## config.mk

```make
export PLATFORM = sky130hd
export DESIGN_NAME = fetch_unit
export DESIGN_NICKNAME = d
export VERILOG_FILES = /design/src/rtl/fetch_unit.sv
export SDC_FILE = /design/constraint.sdc
export NUM_CORES = 1
export LEC_CHECK = 0
export CAP_MARGIN = 20
export CELL_PAD_IN_SITES_DETAIL_PLACEMENT = 1
export CELL_PAD_IN_SITES_GLOBAL_PLACEMENT = 1
export CORE_MARGIN = 2
export CORE_UTILIZATION = 52
export CTS_CLUSTER_SIZE = 14
export DETAILED_ROUTE_END_ITERATION = 8
export PLACE_DENSITY_LB_ADDON = 0.15
export SYNTH_ARGS = -nofsm -noshare
export SYNTH_HDL_FRONTEND = slang
export SYNTH_SLANG_ARGS = --single-unit
```

## constraint.sdc

```tcl
create_clock -name clk -period 16.3 [get_ports clk]
set_input_delay 3.26 -clock clk [delete_from_list [all_inputs] [get_ports clk]]
set_output_delay 3.26 -clock clk [all_outputs]
set_load 0.005 [all_outputs]
```

## src/rtl/fetch_unit.sv

```systemverilog
// rtl/fetch_unit.sv - instruction fetch stage: PC, branch target LUT, start/stall/halt FSM
// Optional FETCH_PERF_CNT_EN adds saturating cycle_count/instr_count outputs.
module fetch_unit #(
    parameter int          PC_W       = 10,
    parameter int          LUT_AW     = 5,
    parameter logic [8:0]  HALT_INSTR = 9'h1FF
) (
    input  logic              clk,
    input  logic              reset,
    input  logic              start,
    output logic [PC_W-1:0]   imem_addr,
    input  logic [8:0]        imem_data,
    output logic [8:0]        instr,
    output logic              instr_valid,
    output logic [PC_W-1:0]   pc,
    input  logic              stall,
    input  logic              branch,
    input  logic              branch_taken,
    input  logic              lut_we,
    input  logic [LUT_AW-1:0] lut_waddr,
    input  logic [PC_W-1:0]   lut_wdata,
`ifdef FETCH_PERF_CNT_EN
    output logic [31:0]       cycle_count,
    output logic [31:0]       instr_count,
`endif
    output logic              done
);

    localparam int LUT_N = 2 ** LUT_AW;

    typedef enum logic [1:0] {
        S_IDLE,
        S_RUN,
        S_HALTED
    } state_t;

    state_t            state_q, state_d;
    logic [PC_W-1:0]   pc_q, pc_d;
    logic [PC_W-1:0]   lut_q [LUT_N];
    logic [PC_W-1:0]   lut_d [LUT_N];
    logic [PC_W-1:0]   next_pc;
    logic              start_accept;

    assign start_accept = start && (state_q != S_RUN);

    // The branch reads the registered LUT, so a same-cycle write is seen only afterwards.
    always_comb begin
        next_pc = pc_q + PC_W'(1);
        if (stall) begin
            next_pc = pc_q;
        end else if (branch && branch_taken) begin
            next_pc = lut_q[imem_data[LUT_AW-1:0]];
        end
    end

    always_comb begin
        lut_d = lut_q;
        if (lut_we) begin
            lut_d[lut_waddr] = lut_wdata;
        end
    end

    always_comb begin
        state_d   = state_q;
        pc_d      = pc_q;
        imem_addr = '0;
        case (state_q)
            S_IDLE, S_HALTED: begin
                if (start) begin
                    state_d = S_RUN;
                    pc_d    = '0;
                end
            end
            S_RUN: begin
                imem_addr = next_pc;
                pc_d      = next_pc;
                if (!stall && (imem_data == HALT_INSTR)) begin
                    state_d = S_HALTED;
                end
            end
            default: begin
                state_d = S_IDLE;
            end
        endcase
    end

    always_ff @(posedge clk or posedge reset) begin
        if (reset) begin
            state_q <= S_IDLE;
            pc_q    <= '0;
            for (int i = 0; i < LUT_N; i++) begin
                lut_q[i] <= '0;
            end
        end else begin
            state_q <= state_d;
            pc_q    <= pc_d;
            lut_q   <= lut_d;
        end
    end

    assign instr       = imem_data;
    assign instr_valid = (state_q == S_RUN);
    assign pc          = pc_q;
    assign done        = (state_q == S_HALTED);

`ifdef FETCH_PERF_CNT_EN
    logic [31:0] cycle_cnt_q, cycle_cnt_d;
    logic [31:0] instr_cnt_q, instr_cnt_d;

    always_comb begin
        cycle_cnt_d = cycle_cnt_q;
        instr_cnt_d = instr_cnt_q;
        if (start_accept) begin
            cycle_cnt_d = '0;
            instr_cnt_d = '0;
        end else if (state_q == S_RUN) begin
            if (cycle_cnt_q != '1) begin
                cycle_cnt_d = cycle_cnt_q + 32'd1;
            end
            if (!stall && (instr_cnt_q != '1)) begin
                instr_cnt_d = instr_cnt_q + 32'd1;
            end
        end
    end

    always_ff @(posedge clk or posedge reset) begin
        if (reset) begin
            cycle_cnt_q <= '0;
            instr_cnt_q <= '0;
        end else begin
            cycle_cnt_q <= cycle_cnt_d;
            instr_cnt_q <= instr_cnt_d;
        end
    end

    assign cycle_count = cycle_cnt_q;
    assign instr_count = instr_cnt_q;
`else
    logic unused_start_accept;
    assign unused_start_accept = start_accept;
`endif

endmodule

```

==> metrics.cfg <==
[drt]
final_antenna_net_count = 0
drt_iter0_markers = 571
wl_per_cell_um = 26.6
drt-total-wl_mm = 41.2
drc = 0
dr.pass1.iters = 5
viasPerCell = 6.29
via_count = 9731

[global_routing]
first_global_vias = 10500
grt_antenna_before_repair = 0
grt_pass1_wl_mm = 64.4
grt_overflow = 0
gr-usage-all-layers_pct = 27.1
grt_max_degree = 107

[layout]
num-nets-final = 1163
fin_util_pct = 60.1
syn2layout_area_growth_pct = 13.4
drive_above_1_share_pct = 40.5
antenna_cells = 0

[pwr]
p_leak_nw = 7.92
irDropWorstVdd_v = 0.0000907
power_density_nw_per_um2 = 131

[timing]
max_slew_margin_pct = 26.7
hold_viol = 0
tightest_slew_ps = 1100
setup_tns_ps = 0
rsz0062_at_grt = no
max_freq_mhz = 98.7
clock_skew_ps = 17.1
finalCritPeriodShare_pct = 62.2
layout_min_cycle_time_ps = 10140
setup_violations = 0
slew_violations = 0

[setup_path]
cp.arrival_ps = 6880
cpMaxStageDelayCell = clkdlybuf4s50_1
path_cells = clkdlybuf4s50_1, nand3_1, o221ai_1, a221oi_1, or3_1, nand3_1, clkdlybuf4s50_1
crit_required_ps = 13040
cp-start-kind = primary input
critical_path_buf_inv_count = 2
crit_family = buffers and inverters
worstSetupPathType = in2out
max_stage_delay_ps = 1010
endpoint_kind = output pin
cp_max_fo = 21

[worst_hold_path]
hold_path_class = reg2reg

[floorplan]
die_h_um = 178
io_pins = 62
dieArea_um2 = 31600
core_area_um2 = 29600
row_count = 63
start_util_pct = 52.9
die_width_um = 178

[clocking]
postCtsHoldBufs = 0
clk_pin_slew_ps = 60
cts.sinks = 332
worstSkewPairLatency_ps = 530
cts_root_buf = clkbuf_16
cts_inserted_buffers = 37
cts_tree = done
cts_resized = 0
clockBufferDepth = 3
cts_htree_levels = 2
post_cts_buffers = 0

[logic_synthesis]
synth_edf_count = 0
ys_types = 51
yosys_warnings = 0
async_flop_share_pct = 100
synth_fp_nets = 1126
synthCells = 1094
synth_area_um2 = 15700
synth.ff_latch_count = 332
ys_seq_area_share_pct = 52.9
syn_avg_cell_area_um2 = 14.3
synthFlopType = dfrtp_1

[run]
drv_cap = 0

[place]
gp_congestion = 0.810
hpwl_mm = 26.2
io_buffers = 61

[status]
status = completed

==> cells by family after synthesis <==
logic type	synth area share, %
flip-flops	52.9
adder cells (fa/ha/maj)	0.0797
buffers and inverters	3.01
AND/OR/NAND/NOR	4.03
XOR/XNOR	0.112
multiplexers	35.7
AO/OA/AOI/OAI	4.14
==> synth_stat cells (all sizes together) (3+ instances only) <==
library cell / count / area [µm²]
dfrtp: 332 / 8310
mux2: 325 / 3660
mux4: 60 / 1390
mux2i: 55 / 551
clkbuf: 52 / 195
buf: 34 / 248
nand2: 34 / 128
nor2: 30 / 133
o21ai: 30 / 150
a21oi: 23 / 115
nand3: 19 / 95.1
o221ai: 16 / 140
a31oi: 7 / 43.8
inv: 7 / 26.3
nor3: 7 / 35.0
nand3b: 5 / 37.5
nor3b: 5 / 37.5
o211ai: 5 / 37.5
a221oi: 4 / 41.3
and2: 4 / 25.0
or3: 4 / 25.0
a21o: 3 / 22.5
a22oi: 3 / 22.5
and3: 3 / 18.8
nor4: 3 / 18.8
==> cell type report <==
| cell class | count | area [µm²] |
|---|---|---|
| clock buffer | 60 | 1180 |
| clock inverter | 5 | 28.8 |
| fill | 2773 | 11800 |
| inverter | 8 | 37.5 |
| multi-input combinational | 668 | 6910 |
| sequential | 332 | 8310 |
| tap | 390 | 488 |
| timing repair buffer | 84 | 842 |
==> cell usage in the layout (no fill, tap or decap), types with 4 or more instances in the layout <==
master	n
mux4_2	50
mux4_1	10
nand3b_1	5
dfrtp_1	332
nor3_1	7
buf_4	18
mux2_2	324
inv_1	6
nand2_1	34
nor2_2	8
clkbuf_16	39
mux2i_1	55
o21ai_0	29
a31oi_1	7
or3_1	4
nor2_1	22
o211ai_1	5
a21oi_1	23
clkinv_2	4
clkdlybuf4s50_1	58
clkbuf_1	8
nand3_1	19
nor3b_1	5
clkbuf_8	13
o221ai_1	16
==> stage by stage <==
stage	cell area (µm²)	total power, mW	hold slack (ps)	instances	worst slack, ps
finish	17800	2.34	500	1547	6160
global route	17800	2.44	511	1547	5960
CTS	17800	2.35	501	1545	6280
detailed placement	16500	1.52	488	1480	6270
global placement	16500	1.49	474	1477	6290
floorplan	15700	1.36	457	1094	3840
==> power by group <==
part	internal, mW	switching [mW]
Sequential	0.988	0.0988
Clock	0.496	0.332
Combinational	0.241	0.183
Total	1.72	0.614
==> flip-flops by register name (all words and copies together) (netlist names) <==
register and count:
lut_q 320, pc 10, state_q 2
==> final timing paths <==
path | cells after the start | slack [ps] | to | startpoint
max in group asynchronous | 3 | 11530 | lut_q[171]$_DFFE_PP0P_ | reset
min | 1 | 500 | lut_q[251]$_DFFE_PP0P_ | lut_q[251]$_DFFE_PP0P_
min in group asynchronous | 2 | 3300 | lut_q[311]$_DFFE_PP0P_ | reset
max | 7 | 6160 | imem_addr[6] | imem_data[3]
min reg2reg | 1 | 500 | lut_q[251]$_DFFE_PP0P_ | lut_q[251]$_DFFE_PP0P_
max reg2reg | 7 | 13870 | pc[0]$_DFFE_PP0P_ | state_q[1]$_DFFE_PP0P_
==> routing by layer <==
metal	track usage (%)	vias up	part of all wire (%)
met3	4.50	70	4.1
met2	44.1	195	48
met4	7.68	0	2.4
met1	37.9	5296	45
met5	0	-	0
li1	-	4170	-
Note: power is estimated with default switching activity, not from simulation.
